### src/rtl/codec_config_sequencer.sv
// Power-up register sequencer for the WM8731 codec: walks a fixed table and issues one
// 24-bit I2C write per entry through i2c_controller, retrying NACKed writes.
module codec_config_sequencer #(
  parameter logic [7:0] DEV_ADDR    = 8'h34,
  parameter int         INIT_DELAY  = 1000,
  parameter int         GAP_CYCLES  = 16,
  parameter int         MAX_RETRIES = 3
) (
  input  logic        clk,
  input  logic        reset,
  input  logic        reconfig,
  output logic        i2c_start,
  output logic [23:0] i2c_data,
  input  logic        i2c_done,
  input  logic        i2c_ack,
  output logic        cfg_busy,
  output logic        cfg_done,
  output logic        cfg_error,
  output logic [3:0]  cfg_index
);

  localparam int CNT_MAX = (INIT_DELAY > GAP_CYCLES) ? INIT_DELAY : GAP_CYCLES;
  localparam int CNT_W   = $clog2(CNT_MAX + 1);
  localparam int RTY_W   = (MAX_RETRIES > 0) ? $clog2(MAX_RETRIES + 1) : 1;
  localparam logic [3:0] LAST_IDX = 4'd10;

  typedef enum logic [2:0] {
    S_INIT, S_START, S_ARM, S_WAIT, S_CHECK, S_GAP, S_DONE, S_ERROR
  } state_t;

  state_t           r_state;
  logic [CNT_W-1:0] r_cnt;
  logic [RTY_W-1:0] r_retry;
  logic             r_ack;
  logic [23:0]      w_word;
  logic             w_init_end;
  logic             w_gap_end;

  // Table word is {reg[6:0], val[8:0]}.
  function automatic logic [15:0] table_word(input logic [3:0] idx);
    case (idx)
      4'd0:    table_word = {7'h0F, 9'h000};
      4'd1:    table_word = {7'h00, 9'h017};
      4'd2:    table_word = {7'h01, 9'h017};
      4'd3:    table_word = {7'h02, 9'h079};
      4'd4:    table_word = {7'h03, 9'h079};
      4'd5:    table_word = {7'h04, 9'h012};
      4'd6:    table_word = {7'h05, 9'h000};
      4'd7:    table_word = {7'h06, 9'h000};
      4'd8:    table_word = {7'h07, 9'h042};
      4'd9:    table_word = {7'h08, 9'h000};
      4'd10:   table_word = {7'h09, 9'h001};
      default: table_word = 16'h0000;
    endcase
  endfunction

  assign w_word     = {DEV_ADDR, table_word(cfg_index)};
  assign w_init_end = (r_cnt == CNT_W'(INIT_DELAY - 1));
  assign w_gap_end  = (r_cnt == CNT_W'(GAP_CYCLES - 1));

  // Starts are also held back while a transfer left over from before reset is still running.
  always_ff @(posedge clk or posedge reset) begin
    if (reset) begin
      r_state   <= S_INIT;
      r_cnt     <= '0;
      r_retry   <= '0;
      r_ack     <= 1'b0;
      i2c_start <= 1'b0;
      i2c_data  <= 24'h000000;
      cfg_busy  <= 1'b1;
      cfg_done  <= 1'b0;
      cfg_error <= 1'b0;
      cfg_index <= 4'd0;
    end else begin
      i2c_start <= 1'b0;
      case (r_state)
        S_INIT: begin
          if (w_init_end && i2c_done) begin
            r_state   <= S_START;
            i2c_start <= 1'b1;
            i2c_data  <= w_word;
            r_cnt     <= '0;
          end else if (!w_init_end) begin
            r_cnt <= r_cnt + CNT_W'(1);
          end
        end
        S_START: r_state <= S_ARM;
        S_ARM: begin
          if (!i2c_done) r_state <= S_WAIT;
        end
        S_WAIT: begin
          if (i2c_done) begin
            r_ack   <= i2c_ack;
            r_state <= S_CHECK;
          end
        end
        S_CHECK: begin
          if (r_ack) begin
            if (cfg_index == LAST_IDX) begin
              r_state  <= S_DONE;
              cfg_busy <= 1'b0;
              cfg_done <= 1'b1;
            end else begin
              cfg_index <= cfg_index + 4'd1;
              r_retry   <= '0;
              r_cnt     <= '0;
              r_state   <= S_GAP;
            end
          end else if (r_retry < RTY_W'(MAX_RETRIES)) begin
            r_retry <= r_retry + RTY_W'(1);
            r_cnt   <= '0;
            r_state <= S_GAP;
          end else begin
            r_state   <= S_ERROR;
            cfg_busy  <= 1'b0;
            cfg_error <= 1'b1;
          end
        end
        S_GAP: begin
          if (w_gap_end && i2c_done) begin
            r_state   <= S_START;
            i2c_start <= 1'b1;
            i2c_data  <= w_word;
            r_cnt     <= '0;
          end else if (!w_gap_end) begin
            r_cnt <= r_cnt + CNT_W'(1);
          end
        end
        S_DONE, S_ERROR: begin
          if (reconfig) begin
            r_state   <= S_INIT;
            r_cnt     <= '0;
            r_retry   <= '0;
            cfg_index <= 4'd0;
            cfg_busy  <= 1'b1;
            cfg_done  <= 1'b0;
            cfg_error <= 1'b0;
          end
        end
        default: r_state <= S_INIT;
      endcase
    end
  end

endmodule

### config.mk
export PLATFORM = sky130hd
export DESIGN_NAME = codec_config_sequencer
export DESIGN_NICKNAME = d
export VERILOG_FILES = /design/src/rtl/codec_config_sequencer.sv
export SDC_FILE = /design/constraint.sdc
export NUM_CORES = 1
export LEC_CHECK = 0
export CAP_MARGIN = 10
export CORE_MARGIN = 4
export CORE_UTILIZATION = 55
export DETAILED_ROUTE_END_ITERATION = 10
export PLACE_DENSITY = 0.8
export SYNTH_ARGS = -nofsm -noshare
export SYNTH_HDL_FRONTEND = slang
export SYNTH_SLANG_ARGS = --single-unit
### constraint.sdc
create_clock -name clk -period 3.5 [get_ports clk]
set_input_delay 0.7 -clock clk [delete_from_list [all_inputs] [get_ports clk]]
set_output_delay 0.7 -clock clk [all_outputs]
set_load 0.005 [all_outputs]
==> impl_results.md, run 1 <==
- Final setup vio count: 0
- Endpoint class of the critical path: primary output
- Top-level port count: 37
- Post-layout nets: 250
- Fraction of layout cells with a size suffix above 1: 13.33%
- CTS tree: yes
- Crit Path Category: reg -> out
- Crit path time final: 2.332 ns
- Final Max Tran Viols: 0
- Distinct cell type count after synthesis: 62
- WL/cell: 15.04 um
- Worst hold start: cfg_busy
- TritonCTS Sinks: 35
- Yosys top cell by area: dfrtp_1
- RSZ-0062 raised after global routing: false
- Top FF cell, synth: dfrtp_1
- Synth area leaders: dfrtp_1, buf_4, mux2_4, ha_1, o21ai_0
- Most common cell after layout, fill and taps aside: dfrtp_1
- Total negative slack: 0 ns
- DR vias: 1,630
- Leakage power: 0.001066 uW
- Full die area: 5144 sq um
- H-tree lvl count: 2
- Placer Congestion: 0.9142
- Synthesized area: 2233 sq um
- Bufs and invs on worst path: 1
- Clk Tree Root Cell: clkbuf_8
- Req. time, crit path: 2.80 ns
- Reg2reg start: cfg_index[0]
- Delay-heaviest family, CP: flip-flops
- DR pass1 iterations: 4
- Ys Warns: 0
- Number of global-route vias before repair: 1,566
- CP Cell Sequence: clkdlybuf4s50_1
- Die height: 71.73 um
- Hold WC Path Type: reg -> reg
- Layout area overhead: 10.81%
- Fmax: 0.4288 GHz
- FF+latch count, synth: 35
- Maxcap violations: 0
- Relative slew slack: 54.93%
- Layout filler cell count: 323
- VDD IR max: 0.0004173 V
- Clk_lat worst skew: 0.29 ns
- Total Routing Usage GR: 18.06%
- Initial antenna violation count: 0
- Number of synthesized flops with an enable pin: 0
- FFs w/ async S/R, synth: 100.0%
- Initial Utilization: 58.79%
- Largest net degree at the start of global routing: 36
- # DRC: 0
- Critical Path AT: 1.63 ns
- Setup crit start: cfg_index[3]
- Clock tree buffer depth: 2
- Most frequent cells in the layout: dfrtp_1, clkdlybuf4s50_1, nor2_1
- Sequential area share after synthesis: 39.27%
- CP max stage cell: dfrtp_1
- Number of port buffers: 26
- Ant diodes: 0
- Design area: 2475 sq um
- Avg Synthesized Cell Area: 10.24 sq um
- Routed vias/inst: 5.660
- Cts repair resizes: 0
- Crit share post-route: 66.63%
- CTS buffer count: 5
- Routed WL: 4.331 mm
- DP Area: 2390 sq um
- Synthesized instance count: 218
- Synth top area share: 38.10%
- Slowest Stage Delay on Critical Path: 0.73 ns
- Die X: 71.73 um
- Core area: 3799 sq um
- Crit path max fanout: 19
- Post-CTS Hold Buffers: 0
- DRT antenna net count: 0
- Iteration-0 DRC Markers: 158
- CP Launch Type: flip-flop
- Status: finished clean
- First-pass GRT wire length: 7.500 mm
- Worst-margin pin slew: 0.6672 ns
- Total grt overflow: 0
- PwrDens: 659.3 nW/um^2
- Site Rows: 22
- Clk pin slew, worst setup/hold paths: 0.08 ns
- Total setup buffers inserted after CTS: 0
- Post-DP HPWL: 3.100 mm
- Hold Vio Cnt, Final: 0
- Post-Route Skew: 0.01023 ns
cells in the mapped netlist, drive strengths merged (2+ instances only):
cell / instances
o211a: 2
o41ai: 2
a21o: 4
nand4: 4
a211oi: 3
a21oi: 7
or3: 4
o2bb2ai: 3
dfrtp: 34
mux2i: 5
nor2b: 2
inv: 13
clkbuf: 5
ha: 6
nor3b: 2
nor4: 2
nor3: 2
nor2: 17
nand3b: 3
and3: 3
o31ai: 3
or4: 2
nand4b: 3
nand2: 12
o211ai: 4
mux2: 10
nand3: 7
buf: 16
nand2b: 2
o22ai: 2
o21ai: 16
o21a: 2
logic make-up (layout without fill, tap and decap cells):
family                   count (synthesis)  in the layout  synth area share, %
AND/OR/NAND/NOR                         71             71                19.61
AO/OA/AOI/OAI                           54             54                17.54
flip-flops                              35             35                39.27
buffers and inverters                   35             48                11.37
multiplexers                            15             15                8.291
adder cells (fa/ha/maj)                  6              6                3.361
other                                    1             10               0.1679
XOR/XNOR                                 1              1               0.3922
where the power goes:
part | leakage, uW | switching, uW | internal (uW)
Combinational | 0.000564 | 367 | 320
Clock | 0.0000412 | 152 | 139
Sequential | 0.000461 | 162 | 491
Total | 0.00107 | 682 | 950
registers in the layout, summed over array words and instances (netlist names), 2 cells and up:
signal	count
cfg_index	4
i2c_data	11
r_state	3
r_cnt	10
r_retry	2
layer usage:
| layer | share of wire, % | GRT usage, % |
|---|---|---|
| met4 | 1.0 | 6.263 |
| met2 | 47 | 27.65 |
| met1 | 47 | 25.20 |
| met3 | 4.8 | 3.927 |
| met5 | 0 | 0 |
area by class of cell:
class,count,area (sq um),share of cell area (%)
sequential,35,877.1,35.44
timing repair buffer,27,267.8,10.82
clock inverter,2,12.51,0.5056
tap,48,60.06,2.427
inverter,13,48.80,1.972
clock buffer,6,72.57,2.932
multi-input combinational,157,1136,45.91
worst paths after layout:
check	endpoint	slack [ns]	cells past startpoint
max	cfg_index[3]	1.17	1
min	cfg_busy	0.46	2
max reg2reg	r_cnt[2]	1.22	7
min reg2reg	cfg_busy	0.46	2
max in group asynchronous	cfg_busy	2.36	3
min in group asynchronous	i2c_data[2]	0.80	3
metrics by stage:
step / instances / util (%) / hold WS (ns) / setup slack [ns] / power (uW)
after CTS: 288 / 65.15 / 0.4616 / 1.164 / 1636
after floorplan: 227 / - / 0.4482 / 1.433 / 1234
after global routing: 288 / 65.15 / 0.4867 / 1.059 / 1764
after global placement: 280 / 62.91 / 0.4428 / 1.035 / 1324
after detailed placement: 280 / 62.91 / 0.4505 / 0.9454 / 1342
final: 288 / 65.15 / 0.4591 / 1.168 / 1632
worst min-delay path: stages, from the launching register on:
cell	delay [ns]
dfstp_2	0.37
nand2_1	0.05
nand2_1	0.04
(Power assumes the default switching activity.)
==> inputs of run 2 (changes only) <==
Settings changed: CORE_UTILIZATION 55 to 48, PLACE_DENSITY 0.8 to 0.74.
Clock period 3.5 ns to 2.12 ns, I/O delays scaled along.
==> run 2 against run 1 <==
Net effect: register-to-register slack lost 1.2 ns; core utilization shrank 4.2 points; non-clock buffer count grew 25; first-iteration DRC count shrank 9.5%; clock power grew 66%; highest routed layer unchanged; sequential cell count is the same; global-route usage shrank 0.59 points; routed wire length grew 13%; final area grew 8.8%; clock skew grew 0.0025 ns; total power grew 77%; via count grew 8.6%.
==> impl_results.md, run 2 (synthesis results as in run 1) <==
- Status: finished clean
- Iteration-0 DRC Markers: 143
- Switching share of power: 40.46%
- H-tree lvl count: 2
- Initial Utilization: 50.60%
- Most frequent cells in the layout: dfrtp_1, clkdlybuf4s50_1, buf_4
- Placer Congestion: 0.8980
- Crit share post-route: 99.47%
- Post-DP HPWL: 3.472 mm
- Largest register FFs: 11
- DR pass1 iterations: 4
- Ant diodes: 0
- Final setup vio count: 0
- Most common cell after layout, fill and taps aside: dfrtp_1
- First-pass GRT wire length: 8.404 mm
- Full die area: 5808 sq um
- Total grt overflow: 0
- TritonCTS Sinks: 35
- Crit path max fanout: 7
- Top flop regs: i2c_data x11, r_cnt x10, cfg_index x4
- Clk pin slew, worst setup/hold paths: 0.08 ns
- Routed vias/inst: 5.566
- Worst hold slack: 0.4716 ns
- Post-Route Skew: 0.01270 ns
- Req. time, crit path: 2.28 ns
- Multi-input logic area: 1157 sq um
- Post-layout nets: 276
- Site Rows: 24
- DP Area: 2560 sq um
- CTS buffer count: 5
- Switch Pwr: 1166 uW
- Initial antenna violation count: 0
- CTS tree: yes
- Number of global-route vias before repair: 1,719
- Routed WL: 4.877 mm
- Crit path time final: 2.109 ns
- Critical Path AT: 2.27 ns
- Clock Power Share: 16.7%
- Maxcap violations: 0
- Pint: 1715 uW
- Clock tree buffer depth: 2
- Hold Vio Cnt, Final: 0
- Sequential Power Share: 33.1%
- Fmax: 0.4742 GHz
- Core area: 4414 sq um
- Sequential cell area: 877.1 sq um
- RSZ-0062 raised after global routing: true
- Final Max Tran Viols: 0
- Power share of the combinational group: 50.2%
- Clk Tree Root Cell: clkbuf_8
- Design area: 2693 sq um
- Layout area overhead: 20.56%
- Die height: 76.21 um
- PwrDens: 1070 nW/um^2
- Die X: 76.21 um
- Top reg by flops: i2c_data
- Largest net degree at the start of global routing: 36
- Crit Path Category: reg -> reg
- Top-level port count: 37
- Number of port buffers: 26
- Clk_lat worst skew: 0.29 ns
- Layout filler cell count: 366
- Endpoint class of the critical path: flip-flop
- # DRC: 0
- VDD IR max: 0.0005620 V
- Fraction of layout cells with a size suffix above 1: 23.31%
- DR vias: 1,770
- WL/cell: 15.34 um
- CP Launch Type: flip-flop
- Post-CTS Hold Buffers: 0
- Total Routing Usage GR: 17.47%
- Leakage power: 0.001191 uW
- Final core occ: 61.00%
- DRT antenna net count: 0
- Hold WC Path Type: reg -> reg
run 2: stage by stage:
| stage | total power (uW) | setup TNS (ns) | instances | worst slack (ns) |
|---|---|---|---|---|
| after floorplan | 2037 | 0 | 227 | 0.05296 |
| after global placement | 2345 | -0.005298 | 306 | -0.005298 |
| after detailed placement | 2380 | -0.03147 | 306 | -0.01816 |
| after CTS | 2875 | 0 | 316 | 0.04416 |
| after global routing | 3119 | -0.02216 | 318 | -0.01058 |
| final | 2881 | 0 | 318 | 0.01122 |
run 2: critical path: stages, from the launching register on:
cell and delay, ns:
dfrtp_1 0.38, or4_4 0.58, nor4_4 0.23, buf_4 0.18, o211a_4 0.26, mux2_2 0.35
run 2: path summary, 6_finish.rpt:
path | from | to | slack (ns) | cells past startpoint
setup / recovery | r_cnt[9] | i2c_data[10] | 0.01 | 5
hold / removal | cfg_busy | cfg_busy | 0.47 | 2
setup reg to reg | r_cnt[9] | i2c_data[10] | 0.01 | 5
hold reg to reg | cfg_busy | cfg_busy | 0.47 | 2
max in group asynchronous | reset | cfg_busy | 1.25 | 3
min in group asynchronous | reset | r_cnt[2] | 0.53 | 3
run 2: metal layers:
layer  track usage (%)  vias to the layer above  share of wire, %
met4             4.545                        0              0.70
met2             28.68                       49                51
met3             3.901                        5               4.2
met5                 0                        -                 0
li1                  -                      862                 -
met1             23.26                      854                45
run 2: repair_timing:
action / CTS / global route
setup buffers: 1 / 2
gates cloned: 1 / 0
resized for setup: 0 / 3
endpoints found under the setup margin: 1 / 16
pin swaps: 1 / 4
endpoints found under the hold margin: 0 / 0
run 2: power by group through the flow:
stage | Clock [uW] | Sequential [uW] | Combinational, uW
after floorplan | 0 | 946 | 1090
after global placement | 0 | 954 | 1390
after detailed placement | 0 | 965 | 1420
after CTS | 495 | 952 | 1430
after global routing | 531 | 972 | 1620
final | 482 | 953 | 1450
run 2: final cells by class:
| type | instances | area share (%) |
|---|---|---|
| inverter | 13 | 1.812 |
| timing repair buffer | 52 | 16.91 |
| multi-input combinational | 158 | 42.98 |
| clock buffer | 5 | 2.556 |
| tap | 52 | 2.416 |
| sequential | 35 | 32.57 |
| clock inverter | 3 | 0.7435 |
